`src/rtl/fetch_sequencer.sv`:
```
// fetch_sequencer: instruction-fetch controller between the instruction
// memory and decode. Owns the fetch PC, captures the memory's combinational
// read data into a small prefetch FIFO and hands {pc, instr} to decode over a
// valid/ready handshake. Redirects flush the FIFO; halt_req pauses fetching.
// Optional: define FETCH_PERF_CNT_EN to add saturating fetch/stall counters.
module fetch_sequencer #(
    parameter int ADDR_W     = 10,
    parameter int INSTR_W    = 16,
    parameter int FIFO_DEPTH = 2,
    parameter int RESET_PC   = 0
) (
    input  logic               clk,
    input  logic               rst_n,
    output logic [ADDR_W-1:0]  imem_addr,
    input  logic [INSTR_W-1:0] imem_instr,
    input  logic               redirect_valid,
    input  logic [ADDR_W-1:0]  redirect_pc,
    input  logic               halt_req,
    output logic               out_valid,
    input  logic               out_ready,
    output logic [INSTR_W-1:0] out_instr,
    output logic [ADDR_W-1:0]  out_pc,
`ifdef FETCH_PERF_CNT_EN
    output logic [15:0]        perf_fetch_cnt,
    output logic [15:0]        perf_stall_cnt,
`endif
    output logic               halted
);

    localparam int PTR_W = (FIFO_DEPTH > 1) ? $clog2(FIFO_DEPTH) : 1;
    localparam int CNT_W = $clog2(FIFO_DEPTH + 1);
    localparam logic [ADDR_W-1:0] RESET_PC_A = ADDR_W'(RESET_PC);
    localparam logic [CNT_W-1:0]  DEPTH_C    = CNT_W'(FIFO_DEPTH);
    localparam logic [PTR_W-1:0]  LAST_PTR   = PTR_W'(FIFO_DEPTH - 1);

    typedef enum logic [1:0] {
        IDLE = 2'd0,
        RUN  = 2'd1,
        HALT = 2'd2
    } state_t;

    state_t              state_q, state_d;
    logic [ADDR_W-1:0]   fetch_pc_q, fetch_pc_d;
    logic [PTR_W-1:0]    wr_ptr_q, wr_ptr_d;
    logic [PTR_W-1:0]    rd_ptr_q, rd_ptr_d;
    logic [CNT_W-1:0]    count_q, count_d;
    logic [ADDR_W-1:0]   head_pc_q, head_pc_d;
    logic [INSTR_W-1:0]  head_instr_q, head_instr_d;
    logic [ADDR_W-1:0]   pc_mem_q    [FIFO_DEPTH];
    logic [INSTR_W-1:0]  instr_mem_q [FIFO_DEPTH];
    logic                push, pop, stall;

    // Pointer increment that wraps at the FIFO depth (depth need not be 2^n).
    function automatic logic [PTR_W-1:0] ptr_inc(input logic [PTR_W-1:0] p);
        return (p == LAST_PTR) ? '0 : p + 1'b1;
    endfunction

    assign imem_addr = fetch_pc_q;
    assign out_valid = (count_q != '0);
    assign out_pc    = head_pc_q;
    assign out_instr = head_instr_q;
    assign halted    = (state_q == HALT);

    // Handshake qualifiers; redirect and an incoming halt both suppress push.
    always_comb begin
        pop   = out_valid && out_ready;
        push  = (state_q == RUN) && !halt_req && !redirect_valid &&
                ((count_q < DEPTH_C) || pop);
        stall = (state_q == RUN) && !halt_req && !redirect_valid &&
                (count_q == DEPTH_C) && !pop;
    end

    // FSM next state: after IDLE the machine simply follows halt_req.
    always_comb begin
        state_d = state_q;
        case (state_q)
            IDLE:    state_d = halt_req ? HALT : RUN;
            RUN:     state_d = halt_req ? HALT : RUN;
            HALT:    state_d = halt_req ? HALT : RUN;
            default: state_d = IDLE;
        endcase
    end

    // FIFO pointers, occupancy, fetch PC and the registered head copy.
    always_comb begin
        wr_ptr_d     = wr_ptr_q;
        rd_ptr_d     = rd_ptr_q;
        count_d      = count_q;
        fetch_pc_d   = fetch_pc_q;
        head_pc_d    = head_pc_q;
        head_instr_d = head_instr_q;
        if (redirect_valid) begin
            wr_ptr_d   = '0;
            rd_ptr_d   = '0;
            count_d    = '0;
            fetch_pc_d = redirect_pc;
        end else begin
            if (pop)  rd_ptr_d = ptr_inc(rd_ptr_q);
            if (push) begin
                wr_ptr_d   = ptr_inc(wr_ptr_q);
                fetch_pc_d = fetch_pc_q + 1'b1;
            end
            if (push && !pop)      count_d = count_q + 1'b1;
            else if (pop && !push) count_d = count_q - 1'b1;
        end
        // Head outputs hold their last value whenever the FIFO goes empty.
        if (count_d != '0) begin
            if (push && (wr_ptr_q == rd_ptr_d)) begin
                head_pc_d    = fetch_pc_q;
                head_instr_d = imem_instr;
            end else begin
                head_pc_d    = pc_mem_q[rd_ptr_d];
                head_instr_d = instr_mem_q[rd_ptr_d];
            end
        end
    end

    // Control and head registers, cleared asynchronously.
    always_ff @(posedge clk or negedge rst_n) begin
        if (!rst_n) begin
            state_q      <= IDLE;
            fetch_pc_q   <= RESET_PC_A;
            wr_ptr_q     <= '0;
            rd_ptr_q     <= '0;
            count_q      <= '0;
            head_pc_q    <= '0;
            head_instr_q <= '0;
        end else begin
            state_q      <= state_d;
            fetch_pc_q   <= fetch_pc_d;
            wr_ptr_q     <= wr_ptr_d;
            rd_ptr_q     <= rd_ptr_d;
            count_q      <= count_d;
            head_pc_q    <= head_pc_d;
            head_instr_q <= head_instr_d;
        end
    end

    // FIFO storage; contents are only meaningful under count_q, so no reset.
    always_ff @(posedge clk) begin
        if (push) begin
            pc_mem_q[wr_ptr_q]    <= fetch_pc_q;
            instr_mem_q[wr_ptr_q] <= imem_instr;
        end
    end

`ifdef FETCH_PERF_CNT_EN
    // Saturating event counters; redirects deliberately leave them alone.
    always_ff @(posedge clk or negedge rst_n) begin
        if (!rst_n) begin
            perf_fetch_cnt <= '0;
            perf_stall_cnt <= '0;
        end else begin
            if (push && (perf_fetch_cnt != 16'hFFFF))
                perf_fetch_cnt <= perf_fetch_cnt + 16'd1;
            if (stall && (perf_stall_cnt != 16'hFFFF))
                perf_stall_cnt <= perf_stall_cnt + 16'd1;
        end
    end
`else
    logic unused_stall;
    assign unused_stall = stall;
`endif

endmodule

```
`config.mk`:
```
export PLATFORM = sky130hd
export DESIGN_NAME = fetch_sequencer
export DESIGN_NICKNAME = d
export VERILOG_FILES = /design/src/rtl/fetch_sequencer.sv
export SDC_FILE = /design/constraint.sdc
export NUM_CORES = 1
export LEC_CHECK = 0
export BUFFER_PORTS_ARGS = -buffer_cell sky130_fd_sc_hd__clkbuf_2
export CAP_MARGIN = 10
export CORE_AREA = 2 2 108 110
export DETAILED_ROUTE_END_ITERATION = 16
export DIE_AREA = 0 0 110 112
export PLACE_DENSITY = 0.67
export REMOVE_ABC_BUFFERS = 1
export SLEW_MARGIN = 10
export SYNTH_ARGS = -nofsm -noshare
export SYNTH_HDL_FRONTEND = slang
export SYNTH_SLANG_ARGS = --single-unit
```
`constraint.sdc`:
```
create_clock -name clk -period 4.8 [get_ports clk]
set_input_delay 0 -clock clk [delete_from_list [all_inputs] [get_ports clk]]
set_output_delay 0 -clock clk [all_outputs]
set_load 0.005 [all_outputs]
```
==> run summary, run 1 <==
Status - finished clean
Hold Fails Final Rpt - 0
Adder-cell share of the synthesized area - 0.584%
Hpwl dp - 6240 µm
Worst-path cell chain - inv_1 > ha_1 > and2b_1 > nand2_1 > a41o_1 > or2_1 > buf_4 > o31ai_1
Skew-Pair Late Insertion Delay - 0.34 ns
Mapped cell area - 4280 µm²
Final Max Slew Viols - 0
WHS - 0.140 ns
First-pass GRT wire length - 16,600 µm
GRT Residual Overflow - 0
RSZ-0062 raised after global routing - false
Post-synthesis mux area share - 7.28%
Slowest-stage cell, CP - a41o_1
Vias post-DR - 3,148
Max_cap viols - 0
Clk buf depth - 2
CP required - 5.01 ns
Ys async rst share - 44.7%
N_diodes - 0
Layout cell share with drive strength beyond 1 - 33.7%
Final GP Congestion - 0.812
TritonCTS buffer count - 9
Final wirelength - 10,400 µm
Final design utilization - 48.1%
Synth unique cells - 47
Switching Fraction - 31.0%
Pre-antenna DRT Iters - 4
Startpoint Class - flop
Setup ws final - 1.61 ns
Initial DRC count - 148
Comb power frac - 27.8%
Die Wd - 110 µm
Post-Synthesis Cells - 331
Routed length per instance - 18.2 µm
Met2 wire len - 5170 µm
GRT Total Usage - 17.6%
Largest family of logic cells by synthesized area - compound AO/OA/AOI/OAI gates
Initial core utilization - 38.3%
Die Footprint - 12,300 µm²
Share of the synthesized area in the top cell type - 36.5%
Vias in the first global route - 3,215
Setup TNS - 0 ns
Minimum clock period - 3.19 ns
Vias per cell - 5.52
Clock Pin Slew Worst Setup and Hold Paths - 0.06 ns
Compound-Gate Fraction of Synth Area - 17.8%
Setup Crit Path Kind - flop to flop
Clock Tree Root - clkbuf_16
Top routing layer used - met4
Setup Viol. Count Final - 0
CTS H-tree lvls - 3
Leading area contributor after synthesis - edfxtp_1
YS warnings - 0
Routed wl met3 - 492 µm
Most area-consuming cells after synthesis - edfxtp_1, dfrtp_1, mux2_2, o31ai_2, o21ai_0
Final #Nets - 455
Sink Count - 94
F_max - 314 MHz
DR DRC count - 0
Chip Height - 112 µm
CTS tree - done
Antenna viol nets, final - 0
Placeable Area - 11,200 µm²
Leakage - 2.09 nW
Simple-gate share of the synthesized area - 8.85%
Synthesis-to-finish area growth - 25.6%
EDFF count, synth - 52
Arr. time, crit path - 3.40 ns
Initial antenna violation count - 0
Register bit total from synthesis - 94
Psw - 0.000790 W
PortBufs - 68
Crit-path max FO - 27
Post-Synth XOR/XNOR Area - 0.789%
Largest net degree at the start of global routing - 43
Final Skew - 0.00559 ns
Most common cell after layout, fill and taps aside - clkbuf_2
Pwr Density - 474 nW/µm²
CP max stage delay - 0.80 ns
Most frequent cells in the layout - clkbuf_2, edfxtp_1, dfrtp_1
Fin crit share - 66.4%
Pwr Total - 0.00255 W
Internal power - 0.00176 W
Clock share of power - 29.5%
Fill count - 1,024
Sequential share of power - 42.7%
CP Capture Type - flop
Main synth FF type - edfxtp_1
Avg Cell Area, Syn - 12.9 µm²
Peak supply drop - 222 µV
WL met1 - 4590 µm
Sequential share of the synthesized area - 61.0%
Worst Tran Pin Value - 1.02 ns
Headroom to the max-slew limit - 32.0%
Number of I/O pins - 69
Worst setup slack after placement - 1.35 ns
Row count - 39
Worst Hold Class - input port to flop
final cells by class:
class	count	area (µm²)	area share (%)
clock buffer	10	229	4.26
clock inverter	6	87.6	1.63
inverter	5	18.8	0.349
multi-input combinational	209	1580	29.3
sequential	94	2610	48.6
tap	143	179	3.33
timing repair buffer	103	673	12.5
critical path, delay by kind of cell (launching register included):
family                   cells  cell delay [ns]
AO/OA/AOI/OAI                2             0.94
AND/OR/NAND/NOR              3             0.91
buffers and inverters        2             0.55
flip-flops                   1             0.42
adder cells (fa/ha/maj)      1             0.20
logic make-up after synthesis:
logic type / after synthesis
adders and majority gates: 2
and+or+nand+nor: 69
AOI/OAI and AO/OA: 107
DFF: 94
xor gates and xnor gates: 3
muxes: 28
buffers and inverters: 28
registers in the layout, indices dropped and copies added, names as in the netlist:
name         flops
instr_mem_q     32
pc_mem_q        20
out_instr       16
imem_addr       10
out_pc          10
count_q          2
state_q          2
rd_ptr_q         1
wr_ptr_q         1
repair_timing:
item,4_1_cts,5_1_grt
resized for setup,0,0
endpoints found under the hold margin,86,0
buffers inserted,0,0
endpoints found under the setup margin,0,0
hold buffers,28,0
power by group through the flow:
stage / clock network, W / logic [W] / registers, W
after global placement: 0 / 0.000667 / 0.00110
after CTS: 0.000766 / 0.000715 / 0.00109
after global routing: 0.000792 / 0.000780 / 0.00111
after detailed placement: 0 / 0.000692 / 0.00111
after floorplan: 0 / 0.000408 / 0.00108
final: 0.000751 / 0.000709 / 0.00109
layer usage:
layer	global-route usage (%)	vias up
li1	-	1456
met1	23.1	1595
met2	29.5	86
met3	3.51	11
met4	4.64	0
met5	0	-
metrics by stage:
stage	instance area, µm²	cells
3_5_place_dp	4770	526
3_3_place_gp	4760	526
4_1_cts	5370	570
6_report	5380	570
2_1_floorplan	4140	308
5_1_grt	5380	570
synthesized netlist by cell type (2+ instances only):
library cell  number
edfxtp_1          52
dfrtp_1           42
o21ai_0           34
a21oi_1           28
nor3_1            26
mux2_2            25
o31ai_2           21
clkbuf_1          15
nand2_1           14
nor2_1             7
inv_1              5
nand3_1            5
o31ai_1            5
buf_2              4
a31oi_1            3
mux2i_1            3
o311ai_0           3
a21o_1             2
a221o_1            2
and2_0             2
and4_1             2
buf_12             2
buf_6              2
ha_1               2
nor2b_1            2
o211ai_1           2
worst paths after layout:
| check | start | end | slack, ns | cells past startpoint |
|---|---|---|---|---|
| min in group asynchronous | rst_n | imem_addr[4] | 0.38 | 2 |
| worst max-delay path | count_q[0] | out_instr[1] | 1.61 | 8 |
| worst min register to register | state_q[0] | state_q[0] | 0.51 | 1 |
| max in group asynchronous | rst_n | out_pc[7] | 3.79 | 2 |
| worst max register to register | count_q[0] | out_instr[1] | 1.61 | 8 |
| worst min-delay path | redirect_valid | count_q[1] | 0.14 | 2 |
(Power assumes the default switching activity.)
==> run 2, diff against run 1 <==
Settings changed: ABC_AREA set to 1, CORE_AREA 2 2 108 110 to 2 2 109 111, DIE_AREA 0 0 110 112 to 0 0 111 113, PLACE_DENSITY 0.67 to 0.69.
Clock period 4.8 ns to 2.6 ns, I/O delays scaled along.
==> run 2 against run 1 <==
Compared with the run above:
- flip-flop and latch count did not move
- global-route usage fell by 0.57 points
- core utilization fell by 0.095 points
- die area rose by 1.8%
- worst setup slack got worse by 1.1 ns
- combinational power rose by 34%
- synthesized cell count rose by 40%
- register-to-register slack got worse by 1.1 ns
- cell count rose by 24%
- critical path type unchanged
- critical endpoint is now out_instr[10]
- largest power group unchanged
- highest routed layer unchanged
==> run summary, run 2 <==
Status - finished clean (unchanged)
Chip Height - 113 µm (was 112 µm)
Final #Nets - 593 (was 455)
Setup repair bufs after CTS - 0 (unchanged)
Vias in the first global route - 3,482 (was 3,215)
Minimum clock period - 2.13 ns (was 3.19 ns)
Clock Tree Root - clkbuf_16 (unchanged)
Simple-gate share of the synthesized area - 30.2% (was 8.85%)
Synthesis-to-finish area growth - 25.0% (was 25.6%)
Row count - 39 (unchanged)
Initial antenna violation count - 0 (unchanged)
Fin crit share - 82.1% (was 66.4%)
Placed insts - 663 (was 526)
Clk buf depth - 2 (unchanged)
Largest net degree at the start of global routing - 43 (unchanged)
Worst setup slack after placement - 0.466 ns (was 1.35 ns)
Arr. time, crit path - 2.41 ns (was 3.40 ns)
TritonCTS buffer count - 9 (unchanged)
YS warnings - 0 (unchanged)
Worst R2R Start - count_q[1] (was count_q[0])
Post-CTS resize count - 0 (unchanged)
Setup Viol. Count Final - 0 (unchanged)
Biggest register - instr_mem_q (unchanged)
Post-synthesis mux area share - 0% (was 7.28%)
Critical path's most frequent cell - nand2_1
Clock Pin Slew Worst Setup and Hold Paths - 0.06 ns (about the same)
Largest family of logic cells by synthesized area - simple AND/OR/NAND/NOR gates (was compound AO/OA/AOI/OAI gates)
Die Wd - 111 µm (was 110 µm)
First-pass GRT wire length - 17,000 µm (was 16,600 µm)
Initial core utilization - 38.4% (was 38.3%)
Compound-Gate Fraction of Synth Area - 2.72% (was 17.8%)
EDFF count, synth - 52 (unchanged)
Max reg flops - 32 (unchanged)
Worst Hold Launch - redirect_valid (unchanged)
Share of the synthesized area in the top cell type - 36.1% (was 36.5%)
Ys async rst share - 44.7% (unchanged)
Final GP Congestion - 0.863 (was 0.812)
Most numerous cell in the Yosys netlist - nand2_1 (was edfxtp_1)
Max_cap viols - 0 (unchanged)
CP max stage delay - 0.41 ns (was 0.80 ns)
Main synth FF type - edfxtp_1 (unchanged)
CTS tree - done (unchanged)
Adder-cell share of the synthesized area - 0.578% (was 0.584%)
Register bit total from synthesis - 94 (unchanged)
Final Skew - 0.0107 ns (was 0.00559 ns)
Avg Cell Area, Syn - 9.33 µm² (was 12.9 µm²)
Synth unique cells - 28 (was 47)
Layout cell share with drive strength beyond 1 - 20.0% (was 33.7%)
Worst-path cell chain - inv_1 > ha_1 > inv_2 > nand2_2 > nand4_1 > nand3_1 > nand3_2 > nand2_4 > nand2_1 > nand2_1 (was inv_1 > ha_1 > and2b_1 > nand2_1 > a41o_1 > or2_1 > buf_4 > o31ai_1)
Number of I/O pins - 69 (unchanged)
Routed length per instance - 14.3 µm (was 18.2 µm)
Most frequent cells in the layout - nand2_1, clkbuf_2, nand3_1 (was clkbuf_2, edfxtp_1, dfrtp_1)
Setup ws final - 0.465 ns (was 1.61 ns)
CTS H-tree lvls - 3 (unchanged)
CP required - 2.88 ns (was 5.01 ns)
Most common cell after layout, fill and taps aside - nand2_1 (was clkbuf_2)
Placeable Area - 11,300 µm² (was 11,200 µm²)
Non-filler instance count after layout - 708 (was 570)
Design area - 5410 µm² (was 5380 µm²)
GRT Total Usage - 17.0% (was 17.6%)
Hold Fails Final Rpt - 0 (unchanged)
Headroom to the max-slew limit - 65.3% (was 32.0%)
Peak supply drop - 450 µV (was 222 µV)
Crit-path max FO - 26 (was 27)
Vias post-DR - 3,450 (was 3,148)
Sink Count - 94 (unchanged)
Initial DRC count - 164 (was 148)
WHS - 0.113 ns (was 0.140 ns)
F_max - 468 MHz (was 314 MHz)
Post-Synth XOR/XNOR Area - 0.607% (was 0.789%)
Hpwl dp - 6500 µm (was 6240 µm)
Pwr Density - 800 nW/µm² (was 474 nW/µm²)
N_diodes - 0 (unchanged)
Antenna viol nets, final - 0 (unchanged)
Final wirelength - 10,100 µm (was 10,400 µm)
Startpoint Class - flop (unchanged)
DP Area - 4790 µm² (was 4770 µm²)
Top cells by count, synth - nand2_1, nand3_1, edfxtp_1 (was edfxtp_1, dfrtp_1, o21ai_0)
Setup TNS - 0 ns (unchanged)
GRT Residual Overflow - 0 (unchanged)
Worst Setup SP - count_q[1] (was count_q[0])
Slowest-stage cell, CP - dfrtp_1 (was a41o_1)
Leading area contributor after synthesis - edfxtp_1 (unchanged)
Worst Tran Pin Value - 0.520 ns (was 1.02 ns)
Vias per cell - 4.87 (was 5.52)
Final Max Slew Viols - 0 (unchanged)
Skew-Pair Late Insertion Delay - 0.34 ns (about the same)
PortBufs - 68 (unchanged)
Mapped cell area - 4330 µm² (was 4280 µm²)
RSZ-0062 raised after global routing - false (unchanged)
Post-Synthesis Cells - 464 (was 331)
Leakage - 2.57 nW (was 2.09 nW)
Sequential share of the synthesized area - 60.3% (was 61.0%)
Die Footprint - 12,500 µm² (was 12,300 µm²)
DR DRC count - 0 (unchanged)
Setup Crit Path Kind - flop to flop (unchanged)
Pre-antenna DRT Iters - 5 (was 4)
Worst Hold Class - input port to flop (unchanged)
CP Capture Type - flop (unchanged)
Most area-consuming cells after synthesis - edfxtp_1, dfrtp_1, nand2_1, nand3_1, buf_6 (was edfxtp_1, dfrtp_1, mux2_2, o31ai_2, o21ai_0)
## run 2: cell count changes in the layout (fill, tap and decap cells not counted), moves of 5 or more
cell,before,now
o31ai_1,5,0
nand2_2,0,5
mux2_2,25,0
o21ai_0,34,3
nor3_1,26,2
inv_1,5,21
a21oi_1,28,4
nand2_1,14,207
nand3_1,5,66
o31ai_2,20,0
## run 2: routing by layer
| metal | vias up | track usage, % | part of all wire (%) |
|---|---|---|---|
| met2 | 101 | 28.7 | 48 |
| li1 | 1720 | - | - |
| met1 | 1620 | 22.0 | 44 |
| met3 | 9 | 4.50 | 6.4 |
| met5 | - | 0 | 0 |
| met4 | 0 | 4.50 | 1.3 |
## run 2: kinds of logic after synthesis
group / count (synthesis)
AO/OA/AOI/OAI: 17
XOR/XNOR: 3
adder cells (fa/ha/maj): 2
buffers and inverters: 45
flip-flops: 94
AND/OR/NAND/NOR: 303
## run 2: per-stage QoR
stage	util [%]	total power (W)
after detailed placement	42.5	0.00293
after CTS	47.8	0.00438
after global routing	48.0	0.00459
after global placement	42.5	0.00291
final	48.0	0.00433
after floorplan	-	0.00248
## run 2: cell type report
class                   count  area (µm²)
clock buffers               9         225
clock inverters             7        95.1
fillers                  1032        5860
inverters                  25        93.8
multi-input cells         325        1480
flip-flops and latches     94        2610
well taps                 143         179
repair buffers            105         726
## run 2: what timing repair did
action / in CTS / in global routing
setup endpoints to repair: 0 / 0
hold buffers: 28 / 0
endpoints found under the hold margin: 86 / 0
## run 2: critical path: cells and delay by family (launching register included)
family | cells | cell delay [ns]
buffers and inverters | 2 | 0.19
and+or+nand+nor | 7 | 1.29
adders and majority gates | 1 | 0.20
DFF | 1 | 0.41
## run 2: power by group
part	leakage [nW]	total (W)	internal, W	switching, W
Clock	0.156	0.00140	0.000846	0.000558
Sequential	0.992	0.00198	0.00181	0.000165
Combinational	1.43	0.000948	0.000407	0.000541
Total	2.57	0.00433	0.00306	0.00126
## run 2: final timing paths
kind / to / slack [ns] / depth (start not counted)
max: out_instr[10] / 0.47 / 10
min: imem_addr[7] / 0.11 / 3
max reg2reg: out_instr[10] / 0.47 / 10
min reg2reg: out_instr[0] / 0.51 / 2
max in group asynchronous: imem_addr[2] / 1.99 / 3
min in group asynchronous: state_q[0] / 0.12 / 2
==> run 3, diff against run 2 <==
Settings changed: PLACE_DENSITY 0.69 to 0.67.
Clock period 2.6 ns to 2.12 ns, I/O delays scaled along.
==> run 3 against run 2 <==
Compared with the run above:
- largest cell class unchanged
- flip-flop and latch count did not move
- die area unchanged
- global-route usage about the same
- core utilization grew 1.2 points
- clock skew shrank 0.00085 ns
==> run summary, run 3 (same netlist as run 2, synthesis figures left out) <==
Status - finished clean (unchanged)
Non-filler instance count after layout - 717 (was 708)
Multi-input combinational cell area - 1540 µm² (was 1480 µm²)
GR peak layer - met2 (unchanged)
Vias post-DR - 3,566 (was 3,450)
Antenna viol nets, final - 0 (unchanged)
Buf/Inv on CP - 4 (was 2)
Headroom to the max-slew limit - 61.6% (was 65.3%)
Final Max Slew Viols - 0 (unchanged)
Pwr Density - 1010 nW/µm² (was 800 nW/µm²)
Peak supply drop - 530 µV (was 450 µV)
Clock Tree Root - clkbuf_16 (unchanged)
Max reg flops - 32 (unchanged)
GRT Residual Overflow - 0 (unchanged)
Crit-path max FO - 17 (was 26)
Slowest-stage cell, CP - dfrtp_1 (unchanged)
Layout cell share with drive strength beyond 1 - 21.3% (was 20.0%)
Final GP Congestion - 0.762 (was 0.863)
GRT Total Usage - 17.0% (about the same)
Clock Pin Slew Worst Setup and Hold Paths - 0.06 ns (about the same)
Final wirelength - 10,600 µm (was 10,100 µm)
Arr. time, crit path - 2.01 ns (was 2.41 ns)
Setup Viol. Count Final - 0 (unchanged)
CP Capture Type - flop (unchanged)
Sink Count - 94 (unchanged)
Leakage - 2.63 nW (was 2.57 nW)
Pre-antenna DRT Iters - 5 (unchanged)
M3 GR Usage - 3.27% (was 4.50%)
Initial antenna violation count - 0 (unchanged)
DR DRC count - 0 (unchanged)
First-pass GRT wire length - 17,100 µm (was 17,000 µm)
Largest net degree at the start of global routing - 43 (unchanged)
Final #Nets - 602 (was 593)
Chip Height - 113 µm (unchanged)
F_max - 502 MHz (was 468 MHz)
GR Util met2 - 29.7% (was 28.7%)
Initial DRC count - 155 (was 164)
FF+latch area - 2610 µm² (unchanged)
Hold Fails Final Rpt - 0 (unchanged)
Synthesis-to-finish area growth - 28.2% (was 25.0%)
Worst setup slack after placement - 0.111 ns (was 0.466 ns)
Delay-heaviest family, CP - buffers and inverters (was simple AND/OR/NAND/NOR gates)
Worst-path cell chain - inv_1 > ha_1 > inv_2 > nand2_2 > a21oi_4 > inv_1 > nor2_2 > buf_4 (was inv_1 > ha_1 > inv_2 > nand2_2 > nand4_1 > nand3_1 > nand3_2 > nand2_4 > nand2_1 > nand2_1)
Biggest register - instr_mem_q (unchanged)
Placed insts - 670 (was 663)
CTS H-tree lvls - 3 (unchanged)
Die Footprint - 12,500 µm² (unchanged)
Setup TNS - 0 ns (unchanged)
CTS tree - done (unchanged)
Setup Crit Path Kind - flop to flop (unchanged)
Number of I/O pins - 69 (unchanged)
Final Skew - 0.00983 ns (was 0.0107 ns)
Fin crit share - 94.0% (was 82.1%)
Clk buf depth - 2 (unchanged)
Skew-Pair Late Insertion Delay - 0.34 ns (about the same)
Hpwl dp - 6690 µm (was 6500 µm)
Placeable Area - 11,300 µm² (unchanged)
Startpoint Class - flop (unchanged)
Critical path's most frequent cell - inv_1 (was nand2_1)
CP required - 2.14 ns (was 2.88 ns)
Routed length per instance - 14.8 µm (was 14.3 µm)
Worst Hold Class - input port to flop (unchanged)
CP max stage delay - 0.38 ns (was 0.41 ns)
Worst Tran Pin Value - 0.575 ns (was 0.520 ns)
WHS - 0.135 ns (was 0.113 ns)
Vias per cell - 4.97 (was 4.87)
Minimum clock period - 1.99 ns (was 2.13 ns)
Most frequent cells in the layout - nand2_1, clkbuf_2, nand3_1 (unchanged)
Setup ws final - 0.128 ns (was 0.465 ns)
Fill count - 1,040 (was 1,032)
Met1 Track Usage GR - 21.5% (was 22.0%)
TritonCTS buffer count - 9 (unchanged)
Max_cap viols - 0 (unchanged)
Initial core utilization - 38.4% (unchanged)
N_diodes - 0 (unchanged)
Die Wd - 111 µm (unchanged)
Row count - 39 (unchanged)
PortBufs - 68 (unchanged)
Most common cell after layout, fill and taps aside - nand2_1 (unchanged)
Vias in the first global route - 3,562 (was 3,482)
## run 3: cell types whose count changed in the layout (fill, tap and decap cells not counted), moves of 2 or more
cell | previous run | this run
buf_4 | 6 | 14
bufinv_16 | 2 | 4
nand3_4 | 2 | 4
clkinv_2 | 2 | 0
buf_12 | 3 | 1
## run 3: metal layers
metal  vias up  routed length, µm
met2       112               5290
li1       1740                  -
met1      1708               4530
met4         0                104
met3         6                664
met5         -                  0
## run 3: cell type report
| type | instances | share of cell area, % |
|---|---|---|
| Sequential cell | 94 | 47.0 |
| Multi-Input combinational cell | 327 | 27.6 |
| Timing Repair Buffer | 112 | 13.6 |
| Tap cell | 143 | 3.22 |
| Clock inverter | 7 | 2.61 |
| Inverter | 25 | 1.78 |
| Clock buffer | 9 | 4.06 |
## run 3: where the power goes
group / internal [W] / switching (W)
clock network: 0.00128 / 0.000692
registers: 0.00222 / 0.000203
logic: 0.000527 / 0.000689
## run 3: path summary, 6_finish.rpt
kind | startpoint | slack (ns) | endpoint | depth (start not counted)
worst max-delay path | count_q[1] | 0.13 | pc_mem_q[1][8] | 8
worst min-delay path | redirect_valid | 0.14 | imem_addr[6] | 3
worst max register to register | count_q[1] | 0.13 | pc_mem_q[1][8] | 8
worst min register to register | state_q[1] | 0.51 | state_q[0] | 1
max in group asynchronous | rst_n | 1.45 | out_pc[4] | 3
min in group asynchronous | rst_n | 0.28 | out_instr[2] | 3
## run 3: tightest hold or removal path: cells and delay by family
family                 cells  cell delay (ns)
buffers and inverters      1             0.23
and+or+nand+nor            1             0.12
AOI/OAI and AO/OA          1             0.07
## run 3: timing repair
action                                 CTS  global route
hold buffers                            28             0
setup endpoints to repair                0            27
buffers inserted                         0             1
gates resized for setup                  0             8
endpoints found under the hold margin   86             0
## run 3: through the flow
stage	area, µm²	total power, W	util (%)
finish	5550	0.00561	49.3
global route	5550	0.00591	49.3
CTS	5480	0.00563	48.6
detailed placement	4830	0.00361	42.9
global placement	4830	0.00359	42.9
floorplan	4180	0.00304	-
